===== config.mk =====
export PLATFORM = sky130hd
export DESIGN_NAME = axi_grid_sni
export DESIGN_NICKNAME = d
export VERILOG_FILES = /design/src/rtl/axi_default_param_pkg.sv /design/src/rtl/axi_grid_sid_fifo.sv /design/src/rtl/axi_grid_sni.sv
export SDC_FILE = /design/constraint.sdc
export NUM_CORES = 1
export LEC_CHECK = 0
export ABC_AREA = 1
export CORE_AREA = 2 2 163 165
export DETAILED_ROUTE_END_ITERATION = 8
export DIE_AREA = 0 0 165 167
export GPL_ROUTABILITY_DRIVEN = 0
export PLACE_DENSITY = 0.66
export SYNTH_ARGS = -nofsm -noshare
export SYNTH_HDL_FRONTEND = slang
export SYNTH_HIERARCHICAL = 1
export SYNTH_SLANG_ARGS = --single-unit

===== constraint.sdc =====
create_clock -name clk_i -period 2.3 [get_ports clk_i]
set_input_delay 0.46 -clock clk_i [delete_from_list [all_inputs] [get_ports clk_i]]
set_output_delay 0.46 -clock clk_i [all_outputs]
set_load 0.01 [all_outputs]

===== src/rtl/axi_default_param_pkg.sv =====
// Default grid/AXI payload types shared by the grid network interface blocks.
// Provides the grid node id type and the AW/W/B/AR/R channel payload structs.
package axi_default_param_pkg;

   localparam int unsigned GRID_ID_WIDTH = 4;
   localparam int unsigned AXI_ID_WIDTH  = 4;
   localparam int unsigned ADDR_WIDTH    = 32;
   localparam int unsigned DATA_WIDTH    = 32;
   localparam int unsigned STRB_WIDTH    = DATA_WIDTH / 8;

   typedef logic [GRID_ID_WIDTH-1:0] grid_id_t;

   typedef struct packed {
      logic [AXI_ID_WIDTH-1:0] id;
      logic [ADDR_WIDTH-1:0]   addr;
      logic [7:0]              len;
      logic [2:0]              size;
      logic [1:0]              burst;
   } grid_aw_chan_t;

   typedef struct packed {
      logic [DATA_WIDTH-1:0] data;
      logic [STRB_WIDTH-1:0] strb;
      logic                  last;
   } grid_w_chan_t;

   typedef struct packed {
      logic [AXI_ID_WIDTH-1:0] id;
      logic [1:0]              resp;
   } grid_b_chan_t;

   typedef struct packed {
      logic [AXI_ID_WIDTH-1:0] id;
      logic [ADDR_WIDTH-1:0]   addr;
      logic [7:0]              len;
      logic [2:0]              size;
      logic [1:0]              burst;
   } grid_ar_chan_t;

   typedef struct packed {
      logic [AXI_ID_WIDTH-1:0] id;
      logic [DATA_WIDTH-1:0]   data;
      logic [1:0]              resp;
      logic                    last;
   } grid_r_chan_t;

endpackage


===== src/rtl/axi_grid_sid_fifo.sv =====
// Source-id FIFO: remembers the grid sid of each accepted request so the
// matching response can be routed back in order.
// Ports: clk_i/arst_ni, push/data_in (enqueue), pop/data_out (head),
//        full/empty (derived from the registered occupancy count).
module axi_grid_sid_fifo
   import axi_default_param_pkg::*;
#(
   parameter int unsigned DEPTH  = 8,
   parameter type         data_t = grid_id_t
) (
   input  logic  clk_i,
   input  logic  arst_ni,
   input  logic  push,
   input  data_t data_in,
   input  logic  pop,
   output data_t data_out,
   output logic  full,
   output logic  empty
);

   localparam int unsigned PTR_W = (DEPTH > 1) ? $clog2(DEPTH) : 1;
   localparam int unsigned CNT_W = $clog2(DEPTH + 1);

   data_t             r_mem [DEPTH];
   logic [PTR_W-1:0]  r_wptr;
   logic [PTR_W-1:0]  r_rptr;
   logic [CNT_W-1:0]  r_count;
   logic              w_push;
   logic              w_pop;

   // Guard against overflow/underflow; DEPTH is a power of 2 so pointers wrap naturally.
   assign w_push = push & ~full;
   assign w_pop  = pop & ~empty;

   assign full     = (r_count == CNT_W'(DEPTH));
   assign empty    = (r_count == '0);
   assign data_out = r_mem[r_rptr];

   // Storage has no reset; only pointers and count define validity.
   always_ff @(posedge clk_i) begin
      if (w_push) r_mem[r_wptr] <= data_in;
   end

   // Pointer and occupancy tracking.
   always_ff @(posedge clk_i or negedge arst_ni) begin
      if (!arst_ni) begin
         r_wptr  <= '0;
         r_rptr  <= '0;
         r_count <= '0;
      end else begin
         if (w_push) r_wptr <= r_wptr + PTR_W'(1);
         if (w_pop)  r_rptr <= r_rptr + PTR_W'(1);
         case ({w_push, w_pop})
            2'b10:   r_count <= r_count + CNT_W'(1);
            2'b01:   r_count <= r_count - CNT_W'(1);
            default: r_count <= r_count;
         endcase
      end
   end

endmodule


===== src/rtl/axi_grid_sni.sv =====
// Subordinate-side grid network interface. Forwards AW/W/AR flits addressed
// to NI_ID to the local AXI subordinate (combinational, zero latency), drops
// misaddressed flits with a one-cycle misroute_o pulse, and returns B/R
// responses to the recorded requester (did = stored sid, sid = NI_ID).
// Ports: grid AW/W/AR in, grid B/R out, local m_* AXI master side,
//        misroute_o registered miss pulse.
module axi_grid_sni #(
   parameter type grid_id_t      = axi_default_param_pkg::grid_id_t,
   parameter type grid_aw_chan_t = axi_default_param_pkg::grid_aw_chan_t,
   parameter type grid_w_chan_t  = axi_default_param_pkg::grid_w_chan_t,
   parameter type grid_b_chan_t  = axi_default_param_pkg::grid_b_chan_t,
   parameter type grid_ar_chan_t = axi_default_param_pkg::grid_ar_chan_t,
   parameter type grid_r_chan_t  = axi_default_param_pkg::grid_r_chan_t,
   parameter grid_id_t    NI_ID              = '0,
   parameter int unsigned MAX_WR_OUTSTANDING = 8,
   parameter int unsigned MAX_RD_OUTSTANDING = 8
) (
   input  logic          clk_i,
   input  logic          arst_ni,
   input  grid_id_t      awdid_i,
   input  grid_id_t      awsid_i,
   input  grid_aw_chan_t awchan_i,
   input  logic          awvalid_i,
   output logic          awready_o,
   input  grid_id_t      wdid_i,
   input  grid_id_t      wsid_i,
   input  grid_w_chan_t  wchan_i,
   input  logic          wvalid_i,
   output logic          wready_o,
   input  grid_id_t      ardid_i,
   input  grid_id_t      arsid_i,
   input  grid_ar_chan_t archan_i,
   input  logic          arvalid_i,
   output logic          arready_o,
   output grid_id_t      bdid_o,
   output grid_id_t      bsid_o,
   output grid_b_chan_t  bchan_o,
   output logic          bvalid_o,
   input  logic          bready_i,
   output grid_id_t      rdid_o,
   output grid_id_t      rsid_o,
   output grid_r_chan_t  rchan_o,
   output logic          rvalid_o,
   input  logic          rready_i,
   output grid_aw_chan_t m_awchan_o,
   output logic          m_awvalid_o,
   input  logic          m_awready_i,
   output grid_w_chan_t  m_wchan_o,
   output logic          m_wvalid_o,
   input  logic          m_wready_i,
   input  grid_b_chan_t  m_bchan_i,
   input  logic          m_bvalid_i,
   output logic          m_bready_o,
   output grid_ar_chan_t m_archan_o,
   output logic          m_arvalid_o,
   input  logic          m_arready_i,
   input  grid_r_chan_t  m_rchan_i,
   input  logic          m_rvalid_i,
   output logic          m_rready_o,
   output logic          misroute_o
);

   logic     w_aw_hit, w_w_hit, w_ar_hit;
   logic     w_wr_full, w_wr_empty, w_rd_full, w_rd_empty;
   logic     w_wr_push, w_wr_pop, w_rd_push, w_rd_pop;
   logic     w_miss;
   grid_id_t w_wr_head, w_rd_head;
   logic     r_misroute;
   logic     w_unused_wsid;

   // W flits carry no tracked sid; keep the input visibly consumed.
   assign w_unused_wsid = ^wsid_i;

   assign w_aw_hit = (awdid_i == NI_ID);
   assign w_w_hit  = (wdid_i  == NI_ID);
   assign w_ar_hit = (ardid_i == NI_ID);

   // Request path: hits pass through, misses are always accepted and dropped.
   assign m_awchan_o  = awchan_i;
   assign m_awvalid_o = awvalid_i & w_aw_hit & ~w_wr_full;
   assign awready_o   = w_aw_hit ? (m_awready_i & ~w_wr_full) : 1'b1;
   assign w_wr_push   = awvalid_i & w_aw_hit & m_awready_i & ~w_wr_full;

   assign m_wchan_o   = wchan_i;
   assign m_wvalid_o  = wvalid_i & w_w_hit;
   assign wready_o    = w_w_hit ? m_wready_i : 1'b1;

   assign m_archan_o  = archan_i;
   assign m_arvalid_o = arvalid_i & w_ar_hit & ~w_rd_full;
   assign arready_o   = w_ar_hit ? (m_arready_i & ~w_rd_full) : 1'b1;
   assign w_rd_push   = arvalid_i & w_ar_hit & m_arready_i & ~w_rd_full;

   // Response path: held off while no requester is recorded.
   assign bvalid_o   = m_bvalid_i & ~w_wr_empty;
   assign m_bready_o = bready_i & ~w_wr_empty;
   assign bdid_o     = w_wr_head;
   assign bsid_o     = NI_ID;
   assign bchan_o    = m_bchan_i;
   assign w_wr_pop   = m_bvalid_i & bready_i & ~w_wr_empty;

   // Read bursts share one sid; release it only on the final beat.
   assign rvalid_o   = m_rvalid_i & ~w_rd_empty;
   assign m_rready_o = rready_i & ~w_rd_empty;
   assign rdid_o     = w_rd_head;
   assign rsid_o     = NI_ID;
   assign rchan_o    = m_rchan_i;
   assign w_rd_pop   = m_rvalid_i & rready_i & ~w_rd_empty & m_rchan_i.last;

   // Any misaddressed handshake this cycle.
   assign w_miss = (awvalid_i & ~w_aw_hit) | (wvalid_i & ~w_w_hit) | (arvalid_i & ~w_ar_hit);

   always_ff @(posedge clk_i or negedge arst_ni) begin
      if (!arst_ni) r_misroute <= 1'b0;
      else          r_misroute <= w_miss;
   end
   assign misroute_o = r_misroute;

   axi_grid_sid_fifo #(
      .DEPTH  (MAX_WR_OUTSTANDING),
      .data_t (grid_id_t)
   ) u_wr_fifo (
      .clk_i    (clk_i),
      .arst_ni  (arst_ni),
      .push     (w_wr_push),
      .data_in  (awsid_i),
      .pop      (w_wr_pop),
      .data_out (w_wr_head),
      .full     (w_wr_full),
      .empty    (w_wr_empty)
   );

   axi_grid_sid_fifo #(
      .DEPTH  (MAX_RD_OUTSTANDING),
      .data_t (grid_id_t)
   ) u_rd_fifo (
      .clk_i    (clk_i),
      .arst_ni  (arst_ni),
      .push     (w_rd_push),
      .data_in  (arsid_i),
      .pop      (w_rd_pop),
      .data_out (w_rd_head),
      .full     (w_rd_full),
      .empty    (w_rd_empty)
   );

endmodule


# == After elaboration in Yosys (flattened, before gate mapping) ==
# Memories as Yosys holds them, arrays and structs flattened.
# Index checks and enable logic that the tools add are counted.
# word_totals
out_inout_bits,207
mem_bits_rw,64
reg_bits,21
mem_count,2
inputBits,216
word_cells,75
# memory_table
name,words,word_bits,read_ports,rd_clocked_by_memory_dff,wr,line_no,source
u_rd_fifo.r_mem,8,4,1,0,1,axi_grid_sid_fifo.sv:24,data_t r_mem [DEPTH];
u_wr_fifo.r_mem,8,4,1,0,1,axi_grid_sid_fifo.sv:24,
# classes
reduce_logical,7
addsub,8
eq_ne,6
n_bitwise,36
muxes,9
# ops
op,n
bitwise AND 1 bit,27
zero test 4 bit,5
case mux 4 bit (2 select lines),2
adder 3 x 1 -> 3 bit (second input constant),4
adder 4 x 1 -> 4 bit (second input constant),2
equality test 4 bit (second input constant),2
subtractor 4 x 1 -> 4 bit (second input constant),2
2-to-1 mux 1 bit,7
NOT 1 bit,7
equality test 2 x 1 -> 1 bit (second input constant),2
equality test 2 bit (second input constant),2
nonzero test 2 bit,2
bitwise OR 1 bit,2

# == Depth between registers and ports, before layout ==
# depth
word_depth,7
depth_mapped,16
depth_no_buf,15

# == Cells and area by module ==
# Netlist, hierarchy kept.
# by_module_without_submodules
mod,area_per_inst_um2,n_inst,cells_each,seq_area_each_um2
axi_grid_sid_fifo,2040.7,2,220,1211.2
axi_grid_sni,1610.3,1,228,25.0

# == Least setup slack after synthesis ==
# Ideal clock, no wire load.
# synth_timing
path_kind,register to register
startpoint,reg u_rd_fifo.r_count[0]
endpoint,reg u_rd_fifo.r_count[3]
path_stages_with_launch,16
t_arrival_ps,2143
setup_slack_ps,40
setup_ps,117
required_ps,2183
n_path_buf,1
synth_period_minus_slack_ps,2260
cell_sequence,dfrtp_1 nor2_2 nand3_2 inv_1 inv_1 nand2_1 nor3_2 nand2_4 buf_6 ha_1 ha_1 or2_2 nand2_1 nand2_1 nand3_1 nand2_1
# synth_via
elab_cells_between_ends,15
cone_classes,add/sub: 2; eq/ne: 3; mux: 1; bitwise: 7; reduce/logical: 2
# synth_rtl
element,line_no,source
start: declaration,axi_grid_sid_fifo.sv:27,logic [CNT_W-1:0] r_count;
start signal: assignment,axi_grid_sid_fifo.sv:54,2'b10: r_count <= r_count + CNT_W'(1);
start signal: assignment,axi_grid_sid_fifo.sv:55,2'b01: r_count <= r_count - CNT_W'(1);
start signal: assignment,axi_grid_sid_fifo.sv:56,default: r_count <= r_count;
equality test 4 bit (*),axi_grid_sid_fifo.sv:35,assign full = (r_count == CNT_W'(DEPTH));
net w_rd_full,axi_grid_sni.sv:64,"logic w_wr_full, w_wr_empty, w_rd_full, w_rd_empty;"
NOT 1 bit (*),axi_grid_sni.sv:91,assign w_rd_push = arvalid_i & w_ar_hit & m_arready_i & ~w_rd_full;
bitwise AND 1 bit (*),axi_grid_sni.sv:91,
net w_rd_push,axi_grid_sni.sv:65,"logic w_wr_push, w_wr_pop, w_rd_push, w_rd_pop;"
bitwise AND 1 bit (*),axi_grid_sid_fifo.sv:32,assign w_push = push & ~full;
equality test 2 x 1 -> 1 bit / equality test 2 bit (equally long branches),axi_grid_sid_fifo.sv:53,"case ({w_push, w_pop})"
case mux 4 bit (2 select lines) / nonzero test 2 bit (equally long branches),n/a,
# Mark *: on every way through the listed nets, which the timed path passes. The rest lies on a longest branch.
# A chain may end at the register's enable or synchronous reset.

# == Worst setup path after layout ==
# layout_timing
startpoint,reg u_rd_fifo.r_count[0]
endpoint,out m_rready_o
# layout_via
elab_chain_cells,3
# layout_lines
element,line_no,source
zero test 4 bit,axi_grid_sid_fifo.sv:36,assign empty = (r_count == '0);
net w_rd_empty,axi_grid_sni.sv:64,
NOT 1 bit,axi_grid_sni.sv:103,assign m_rready_o = rready_i & ~w_rd_empty;
bitwise AND 1 bit,axi_grid_sni.sv:103,
end: declaration,axi_grid_sni.sv:59,"output logic m_rready_o,"
# The timed path passes the listed nets, and every way through them passes these cells.

==> flow_metrics.env <==
export IMPL_viasPerCell=3.77
export IMPL_totalPowerFinal_mw=5.65
export IMPL_switching_share=0.364
export IMPL_rows=59
export IMPL_placedInstanceArea_um2=5480
export IMPL_hold_path_class="input pin to async pin"
export IMPL_layout_drive_gt1_share=0.166
export IMPL_end_kind="output port"
export IMPL_place_ws_ns=-0.284
export IMPL_ios=423
export IMPL_start_kind="register"
export IMPL_drt_total_wl_um=15000
export IMPL_routedWlPerCell_um=16.1
export IMPL_clkPwrFrac=0.244
export IMPL_crit_type="register to output port"
export IMPL_fin_crit_ns=2.21
export IMPL_drv_slew=0
export IMPL_worstSkewPairLatency_ns=0.34
export IMPL_setup_viol=0
export IMPL_share_comb_of_total_power=0.401
export IMPL_ant_nets=0
export IMPL_clock_sinks=85
export IMPL_grt_ovfl_total=0
export IMPL_grt_pass1_vias=3382
export IMPL_cts_reportedPaths_clkPinSlew_ns=0.06
export IMPL_r2r_start="u_rd_fifo/r_count[0]"
export IMPL_status="completed"
export IMPL_htree_levels=3
export IMPL_synth_area_leaders="edfxtp_1, buf_4, nand2_1"
export IMPL_grt_max_degree=35
export IMPL_cts_root_buf="clkbuf_16"
export IMPL_final_nets=819
export IMPL_die_y_um=167
export IMPL_cts_buffers=9
export IMPL_cts_path_max_buffers=2
export IMPL_layout_commonest_cell="nand2_1"
export IMPL_timing_hold_ws_ns=0.470
export IMPL_die_area_um2=27600
export IMPL_skew_ns=0.00599
export IMPL_drc=0
export IMPL_arrival_ns=1.75
export IMPL_synth_top_area_cell="edfxtp_1"
export IMPL_grtUsageTotal=0.107
export IMPL_antenna_found_initial=0
export IMPL_portBuffers=52
export IMPL_cts_tree="yes"
export IMPL_dieWidth_um=165
export IMPL_p_switching_mw=2.06
export IMPL_fillCellCount=2736
export IMPL_final_cell_mix="nand2_1, nor2_1, inv_1, edfxtp_1, buf_4"
export IMPL_cap_violations=0
export IMPL_peakVddDrop_v=0.000389
export IMPL_firstDrtPassIters=4
export IMPL_antenna_cells=0
export IMPL_period_share=0.962
export IMPL_ys_seq_area_frac=0.430
export IMPL_area_delta_synth_final_pct=3.98
export IMPL_crit_path_max_fanout=2
export IMPL_finalHoldViolCount=0
export IMPL_grt_pass1_wl_um=21200
export IMPL_r2r_setup_slack_ns=0.12
export IMPL_synth_warnings=6
export IMPL_start_util=0.221
export IMPL_yosysUniqueCellTypes=24
export IMPL_dp_hpwl_um=12400
export IMPL_num_vias=3510
export IMPL_avgSynthCellArea_um2=8.52
export IMPL_coreArea_um2=25800
export IMPL_r2r_end="u_rd_fifo/r_count[3]"
export IMPL_drt_iter0_markers=177
export IMPL_synth_top_area_frac=0.338
export IMPL_fin_area_um2=5920
export IMPL_ys_ff_latch=85
export IMPL_rsz0062_at_grt="yes"
export IMPL_syn_inst=668
export IMPL_cellLeakagePower_nw=2.62
export IMPL_setup_ws_ns=0.0885
export IMPL_crit_start="u_rd_fifo/r_count[0]"
export IMPL_required_ns=1.84
export IMPL_reg2reg_depth=14
export IMPL_pwr_share_seq=0.356
export IMPL_p_per_area_nw_per_um2=955
export IMPL_fmax_mhz=452
export IMPL_final_core_util=0.230
export IMPL_intPower_mw=3.59
export IMPL_synth_area_um2=5690
-- how the worst max path moves through the flow --
stage	end	cells past startpoint
after floorplan	u_rd_fifo/r_count[3]	15
after global placement	u_rd_fifo/r_count[3]	12
after detailed placement	u_wr_fifo/r_count[1]	10
after CTS	u_rd_fifo/r_count[3]	14
after global routing	u_rd_fifo/r_count[3]	14
final	m_rready_o	6
-- cells by family after synthesis --
| kind of cell | synth area share |
|---|---|
| fa+ha+maj | 0.0290 |
| other cells | 0.000659 |
| flops | 0.430 |
| compound gates | 0.00967 |
| xor+xnor | 0.0185 |
| buf+inv | 0.315 |
| simple gates | 0.197 |
-- registers in the layout, summed over array words and instances, names as in the netlist --
name,count
u_wr_fifo/r_mem,32
u_rd_fifo/r_count,4
u_rd_fifo/r_wptr,3
u_rd_fifo/r_mem,32
u_wr_fifo/r_count,4
u_wr_fifo/r_wptr,3
u_wr_fifo/r_rptr,3
misroute_o,1
u_rd_fifo/r_rptr,3
-- per-layer routing --
layer	up-vias	part of all wire	wire, um	track usage
li1	1705	-	-	-
met5	-	0	0	0.0109
met4	0	0.055	827	0.0677
met2	218	0.40	6030	0.146
met1	1522	0.31	4610	0.0939
met3	65	0.24	3560	0.115
-- metrics by stage --
step           TNS (ns)  cells
5_1_grt         -0.0540    931
6_report              0    931
4_1_cts               0    924
3_5_place_dp      -1.41    904
2_1_floorplan         0    675
3_3_place_gp      -1.06    904
-- worst max-delay path, stage by stage (launching register included) --
cell and delay (ns):
dfrtp_1 0.41, nor2_4 0.18, nand3_4 0.11, inv_2 0.08, nor2_2 0.04, buf_4 0.12
clkdlybuf4s50_1 0.47
-- synthesized netlist by cell type (all sizes together) --
cell,number
and3,1
buf,202
conb,1
dfrtp,21
edfxtp,64
fa,2
ha,10
inv,71
nand2,160
nand3,11
nor2,81
nor3,19
o211ai,2
o21ai,8
or2,3
xnor2,8
xor2,4
-- power by group through the flow --
stage / logic [mW] / clock network [mW] / registers (mW)
floorplan: 1.84 / 0 / 1.95
global placement: 2.14 / 0 / 2.03
detailed placement: 2.19 / 0 / 2.04
CTS: 2.19 / 1.41 / 2.00
global route: 2.60 / 1.48 / 2.04
finish: 2.26 / 1.38 / 2.01
-- final cells by class --
class | count | area (um2) | share of cell area
repair buffers | 107 | 948 | 0.160
multi-input cells | 317 | 1540 | 0.261
flip-flops and latches | 85 | 2450 | 0.414
clock inverters | 7 | 57.6 | 0.00973
inverters | 71 | 274 | 0.0463
clock buffers | 9 | 225 | 0.0381
well taps | 335 | 419 | 0.0708
-- what timing repair did --
action | in CTS | in global routing
hold buffers | 0 | 0
endpoints found under the setup margin | 11 | 7
gates resized for setup | 15 | 24
setup buffers | 4 | 7
pin swaps | 1 | 7
hold endpoints to repair | 0 | 0
No activity file was read; power rests on OpenSTA's default activity.
